`src/rtl/ccsds123_stream_monitor_if.sv`:
```
// ccsds123_stream_monitor_if: snooped core handshakes plus the statistics record stream
interface ccsds123_stream_monitor_if #(
  parameter int CNT_W = 32,
  parameter int IDX_W = 16
);
  logic                   in_tvalid;
  logic                   in_tready;
  logic                   out_tvalid;
  logic                   out_tlast;
  logic [IDX_W+4*CNT_W:0] stat_tdata;
  logic                   stat_tvalid;
  logic                   stat_tready;
  modport master (
    output in_tvalid, in_tready, out_tvalid, out_tlast, stat_tready,
    input  stat_tdata, stat_tvalid
  );
  modport slave (
    input  in_tvalid, in_tready, out_tvalid, out_tlast, stat_tready,
    output stat_tdata, stat_tvalid
  );
endinterface

```
`src/rtl/ccsds123_stream_monitor.sv`:
```
// ccsds123_stream_monitor: per-frame cycle statistics of the ccsds123 streams; optional CCSDS123_MON_WATCHDOG_EN
module ccsds123_stream_monitor #(
  parameter int PIPELINES = 4,
  parameter int CNT_W     = 32,
  parameter int IDX_W     = 16,
  parameter int DEPTH     = 4,
  parameter int TIMEOUT   = 4096
) (
  input  logic clk,
  input  logic rst,
  ccsds123_stream_monitor_if.slave s,
  output logic busy,
  output logic dropped
);
  localparam int DW = IDX_W + 4*CNT_W + 1;
  localparam int AW = $clog2(DEPTH);
  localparam logic [CNT_W-1:0] MAX = '1;
  if (PIPELINES < 1 || DEPTH < 2 || (DEPTH & (DEPTH-1)) != 0 || TIMEOUT < 2) begin : g_bad
    $error("ccsds123_stream_monitor: bad parameters");
  end
  typedef enum logic {IDLE, ACTIVE} state_t;
  state_t state;
  logic [CNT_W-1:0] total, stalled, beats, ovalid;
  logic [CNT_W-1:0] n_total, n_stalled, n_beats, n_ovalid;
  logic [IDX_W-1:0] idx;
  logic [DW-1:0] mem [DEPTH];
  logic [AW-1:0] wr, rd;
  logic [AW:0] cnt, cnt_n;
  logic start, fin, to, push, push_ok, pop, full;
  function automatic logic [CNT_W-1:0] sat(input logic [CNT_W-1:0] v, input logic b);
    return (b && v != MAX) ? v + 1'b1 : v;
  endfunction
  always_comb begin
    start = state == IDLE && s.in_tvalid;
    fin = state == ACTIVE && s.out_tvalid && s.out_tlast;
    push = fin || to;
    pop = s.stat_tvalid && s.stat_tready;
    full = cnt == (AW+1)'(DEPTH);
    push_ok = push && (!full || pop);
    cnt_n = cnt + (AW+1)'(push_ok) - (AW+1)'(pop);
    n_total = sat(total, 1'b1);
    n_stalled = sat(stalled, s.in_tvalid && !s.in_tready);
    n_beats = sat(beats, s.in_tvalid && s.in_tready);
    n_ovalid = sat(ovalid, s.out_tvalid);
  end
`ifdef CCSDS123_MON_WATCHDOG_EN
  localparam int WW = $clog2(TIMEOUT + 1);
  logic [WW-1:0] wd;
  // wd counts consecutive cycles without out_tvalid, the start cycle included
  assign to = state == ACTIVE && !s.out_tvalid && wd == WW'(TIMEOUT - 1);
  always_ff @(posedge clk) begin
    if (rst || push) wd <= '0;
    else if (start) wd <= WW'(!s.out_tvalid);
    else if (state == ACTIVE) wd <= s.out_tvalid ? '0 : wd + 1'b1;
  end
`else
  assign to = 1'b0;
`endif
  assign s.stat_tdata = s.stat_tvalid ? mem[rd] : '0;
  always_ff @(posedge clk) begin
    if (push_ok) mem[wr] <= {to, idx, n_total, n_stalled, n_beats, n_ovalid};
  end
  always_ff @(posedge clk) begin
    if (rst) begin
      state <= IDLE;
      busy <= 1'b0;
      dropped <= 1'b0;
      total <= '0;
      stalled <= '0;
      beats <= '0;
      ovalid <= '0;
      idx <= '0;
      wr <= '0;
      rd <= '0;
      cnt <= '0;
      s.stat_tvalid <= 1'b0;
    end else begin
      if (start || state == ACTIVE) begin
        total <= push ? '0 : n_total;
        stalled <= push ? '0 : n_stalled;
        beats <= push ? '0 : n_beats;
        ovalid <= push ? '0 : n_ovalid;
      end
      if (start) begin
        state <= ACTIVE;
        busy <= 1'b1;
      end else if (push) begin
        state <= IDLE;
        busy <= 1'b0;
      end
      if (push) idx <= idx + 1'b1;
      if (push_ok) wr <= wr + 1'b1;
      if (pop) rd <= rd + 1'b1;
      if (push && !push_ok) dropped <= 1'b1;
      cnt <= cnt_n;
      s.stat_tvalid <= cnt_n != '0;
    end
  end
endmodule

```
`src/flat_wrapper.sv`:
```
// flat-port wrapper written by rule: the top's interface ports become plain ports
module ccsds123_stream_monitor_flat 
#(
  parameter int PIPELINES = 4,
  parameter int CNT_W     = 32,
  parameter int IDX_W     = 16,
  parameter int DEPTH     = 4,
  parameter int TIMEOUT   = 4096
)
  (clk, rst, busy, dropped, s_in_tvalid, s_in_tready, s_out_tvalid, s_out_tlast, s_stat_tready, s_stat_tdata, s_stat_tvalid);
  ccsds123_stream_monitor_if #(.CNT_W(CNT_W), .IDX_W(IDX_W)) s_i ();
  input  logic clk;
  input  logic rst;
  output logic busy;
  output logic dropped;
  input wire logic [$bits(s_i.in_tvalid)-1:0] s_in_tvalid;
  input wire logic [$bits(s_i.in_tready)-1:0] s_in_tready;
  input wire logic [$bits(s_i.out_tvalid)-1:0] s_out_tvalid;
  input wire logic [$bits(s_i.out_tlast)-1:0] s_out_tlast;
  input wire logic [$bits(s_i.stat_tready)-1:0] s_stat_tready;
  output wire logic [$bits(s_i.stat_tdata)-1:0] s_stat_tdata;
  output wire logic [$bits(s_i.stat_tvalid)-1:0] s_stat_tvalid;
  assign s_i.in_tvalid = s_in_tvalid;
  assign s_i.in_tready = s_in_tready;
  assign s_i.out_tvalid = s_out_tvalid;
  assign s_i.out_tlast = s_out_tlast;
  assign s_i.stat_tready = s_stat_tready;
  assign s_stat_tdata = s_i.stat_tdata;
  assign s_stat_tvalid = s_i.stat_tvalid;
  ccsds123_stream_monitor #(.PIPELINES(PIPELINES), .CNT_W(CNT_W), .IDX_W(IDX_W), .DEPTH(DEPTH), .TIMEOUT(TIMEOUT)) u_core (.clk(clk), .rst(rst), .s(s_i), .busy(busy), .dropped(dropped));
endmodule
```
`config.mk`:
```
export PLATFORM = sky130hd
export DESIGN_NAME = ccsds123_stream_monitor_flat
export DESIGN_NICKNAME = d
export VERILOG_FILES = /design/src/rtl/ccsds123_stream_monitor_if.sv /design/src/rtl/ccsds123_stream_monitor.sv /design/src/flat_wrapper.sv
export SDC_FILE = /design/constraint.sdc
export NUM_CORES = 1
export LEC_CHECK = 0
export CORE_MARGIN = 8
export CORE_UTILIZATION = 25
export DETAILED_ROUTE_END_ITERATION = 7
export PLACE_DENSITY = 0.44
export SLEW_MARGIN = 10
export SYNTH_ARGS = -nofsm -noshare
export SYNTH_HDL_FRONTEND = slang
export SYNTH_SLANG_ARGS = --single-unit
```
`constraint.sdc`:
```
create_clock -name clk -period 8.1 [get_ports clk]
set_clock_uncertainty 0.1 [all_clocks]
set_input_delay 0.81 -clock clk [delete_from_list [all_inputs] [get_ports clk]]
set_output_delay 0.81 -clock clk [all_outputs]
set_load 0.02 [all_outputs]
```
==> flow_summary.yaml <==
die:
  die_area_um2: 135100
  die_h_um: 367.6
  initial_core_util_pct: 25.09
  die_width_um: 367.6
  rows: 129
  core_um2: 123200
  io_pins: 155
global_routing:
  grt_pass1_wl_um: 119900
  busiest_layer: "met2"
  grt_max_degree: 95
  grt_pass1_vias: 18710
  use_met3_pct: 2.294
  grt_usage_pct: 11.40
  gr-usage-met2_pct: 18.93
  antenna_found_initial: 3
  grt-ovfl-total: 0
  met1_usage_pct: 15.27
place:
  port_buffers: 153
  pre_cts_slack_ns: 3.174
  hpwl_um: 48860
  globalplace.congestion: 0.7670
yosys:
  synth-edff-count: 576
  synth.distinct_cells: 70
  synth_ff_type: "edfxtp_1"
  synth_seq_cells: 732
  yosysSeqAreaShare_pct: 66.08
  avgSynthCellArea_um2: 14.91
  postSynthCellCount: 2073
  synthArstFlopShare_pct: 0
  synth_nets: 2092
  yosysWarnings: 0
  synth_area_um2: 30900
setup_path:
  cp-end-kind: "output port"
  worst-path-max-fanout: 87
  critPathKind: "flip-flop to output port"
  arrival_ns: 3.60
  reg2reg_depth: 4
  required_ns: 7.19
  start_kind: "flip-flop"
detailed_routing:
  via_per_inst: 4.619
  first_iter_violations: 1172
  wirelength_um: 79080
  ant_nets: 0
  dr.pass1.iters: 5
  drc: 0
  vias: 18130
  wl_per_cell_um: 20.15
layout:
  drive_gt1_share_pct: 14.47
  final-seq-area_um2: 20430
  fin_nets: 2236
  area_delta_synth_final_pct: 19.52
  final_cell_mix: "edfxtp_1 (576), and2_1 (168), clkdlybuf4s50_1 (153), dfxtp_1 (153), mux4_2 (144)"
  insertedDiodeCount: 0
  fill_cells: 12250
  multi_input_area_um2: 9923
  final_common_cell: "edfxtp_1"
  final_util_pct: 29.99
clock_tree:
  cts_tree: "done"
  cts_made_buffers: 84
  clkLatencyLatePin_ns: 0.64
  ctsResizeCount: 0
  clk_pin_slew_worst_paths_ns: 0.06
  cts_setup_buffers: 0
  cts-root-buf: "clkbuf_16"
  clkSinkCount: 732
  clockBufferDepth: 3
  ctsHoldBuffers: 0
  h-tree-depth: 3
job:
  cap_violations: 0
power_and_ir_drop:
  power.leakage_nw: 11.55
  power.density_nw_per_um2: 263.6
  p_total_mw: 9.735
  vdd_drop_max_mv: 0.1373
min_path:
  holdPathStages: 1
  hold_path.class: "flip-flop to flip-flop"
sta:
  worst_pin_slew_ns: 1.115
  whs_ns: 0.4004
  min_period_ns: 4.511
  max-slew-margin-rel_pct: 25.48
  finalCritPeriodShare_pct: 55.69
  max_freq_mhz: 221.7
  hold_viol_final: 0
  fin_setup_tns_ns: 0
  finalMaxSlewViolations: 0
  rsz0062_at_grt: "false"
  setup_viol: 0
  finalWorstSetupSlack_ns: 3.589
outcome:
  status: "completed"
-- critical path, cell delays in order (launching register included) --
cell and delay, ns:
dfxtp_4 1.03, buf_12 0.56, mux4_2 0.52, and2_1 0.21, clkdlybuf4s50_1 0.53
-- layer usage --
layer	routed length, µm	up-vias
li1	-	8301
met1	36340	9286
met2	37700	433
met3	3521	111
met4	1525	0
met5	0	-
-- cell usage after synthesis, types with 27 or more instances --
library cell	number	area, µm²
edfxtp_1	576	17300
xnor2_1	95	832.1
clkbuf_1	86	322.8
nand4_1	39	244.0
xor2_1	44	385.4
o31ai_1	27	202.7
nand3_1	67	335.3
nor3_1	37	185.2
a31oi_1	45	281.5
nor2_1	72	270.3
a21oi_1	51	255.2
dfxtp_1	156	3123
and2_1	172	1076
mux4_2	144	3243
nand2_1	135	506.7
o21ai_0	59	295.3
-- report_power, final --
group / leakage (nW) / total, mW / internal (mW) / switching [mW]
clock: 1.31 / 3.72 / 2.18 / 1.55
combinational: 3.61 / 1.85 / 0.872 / 0.976
sequential: 6.63 / 4.16 / 4.07 / 0.0936
-- cells by family after synthesis --
logic type | synth area share (%)
AOI/OAI and AO/OA | 5.677
xor gates and xnor gates | 3.940
adders and majority gates | 0.5102
buffers and inverters | 1.931
DFF | 66.08
muxes | 10.77
other | 0.01214
and+or+nand+nor | 11.08
-- path summary, 6_finish.rpt --
path	from	to	slack [ns]
hold reg to reg	u_core.beats[14]$_SDFFE_PP0P_	u_core.beats[14]$_SDFFE_PP0P_	0.40
setup / recovery	flip-flop	s_stat_tdata[127]	3.59
setup reg to reg	u_core.busy$_SDFFE_PP0P_	u_core.mem[0][44]$_DFFE_PP_	4.12
hold / removal	u_core.beats[14]$_SDFFE_PP0P_	u_core.beats[14]$_SDFFE_PP0P_	0.40
-- flip-flops by register name, summed over array words and instances (netlist names), 2 cells and up, named ones only --
name and flops:
u_core.total 32, u_core.cnt 3, u_core.mem 576, u_core.beats 32
u_core.idx 16, u_core.rd 2, u_core.stalled 32, u_core.ovalid 32
u_core.wr 2
-- layout make-up --
type                            count  share of cell area, %
Inverter                           25                 0.2575
Clock buffer                      123                  6.416
Sequential cell                   732                  55.32
Tap cell                         1637                  5.546
Multi-Input combinational cell   1199                  26.87
Timing Repair Buffer              175                  4.661
Clock inverter                     34                 0.9350
-- metrics by stage --
stage	instance area, µm²	instances
final	36930	3925
after global routing	36930	3925
after CTS	36930	3925
after detailed placement	34220	3768
after global placement	34220	3768
after floorplan	30900	2073
No activity file was read; power rests on OpenSTA's default activity.
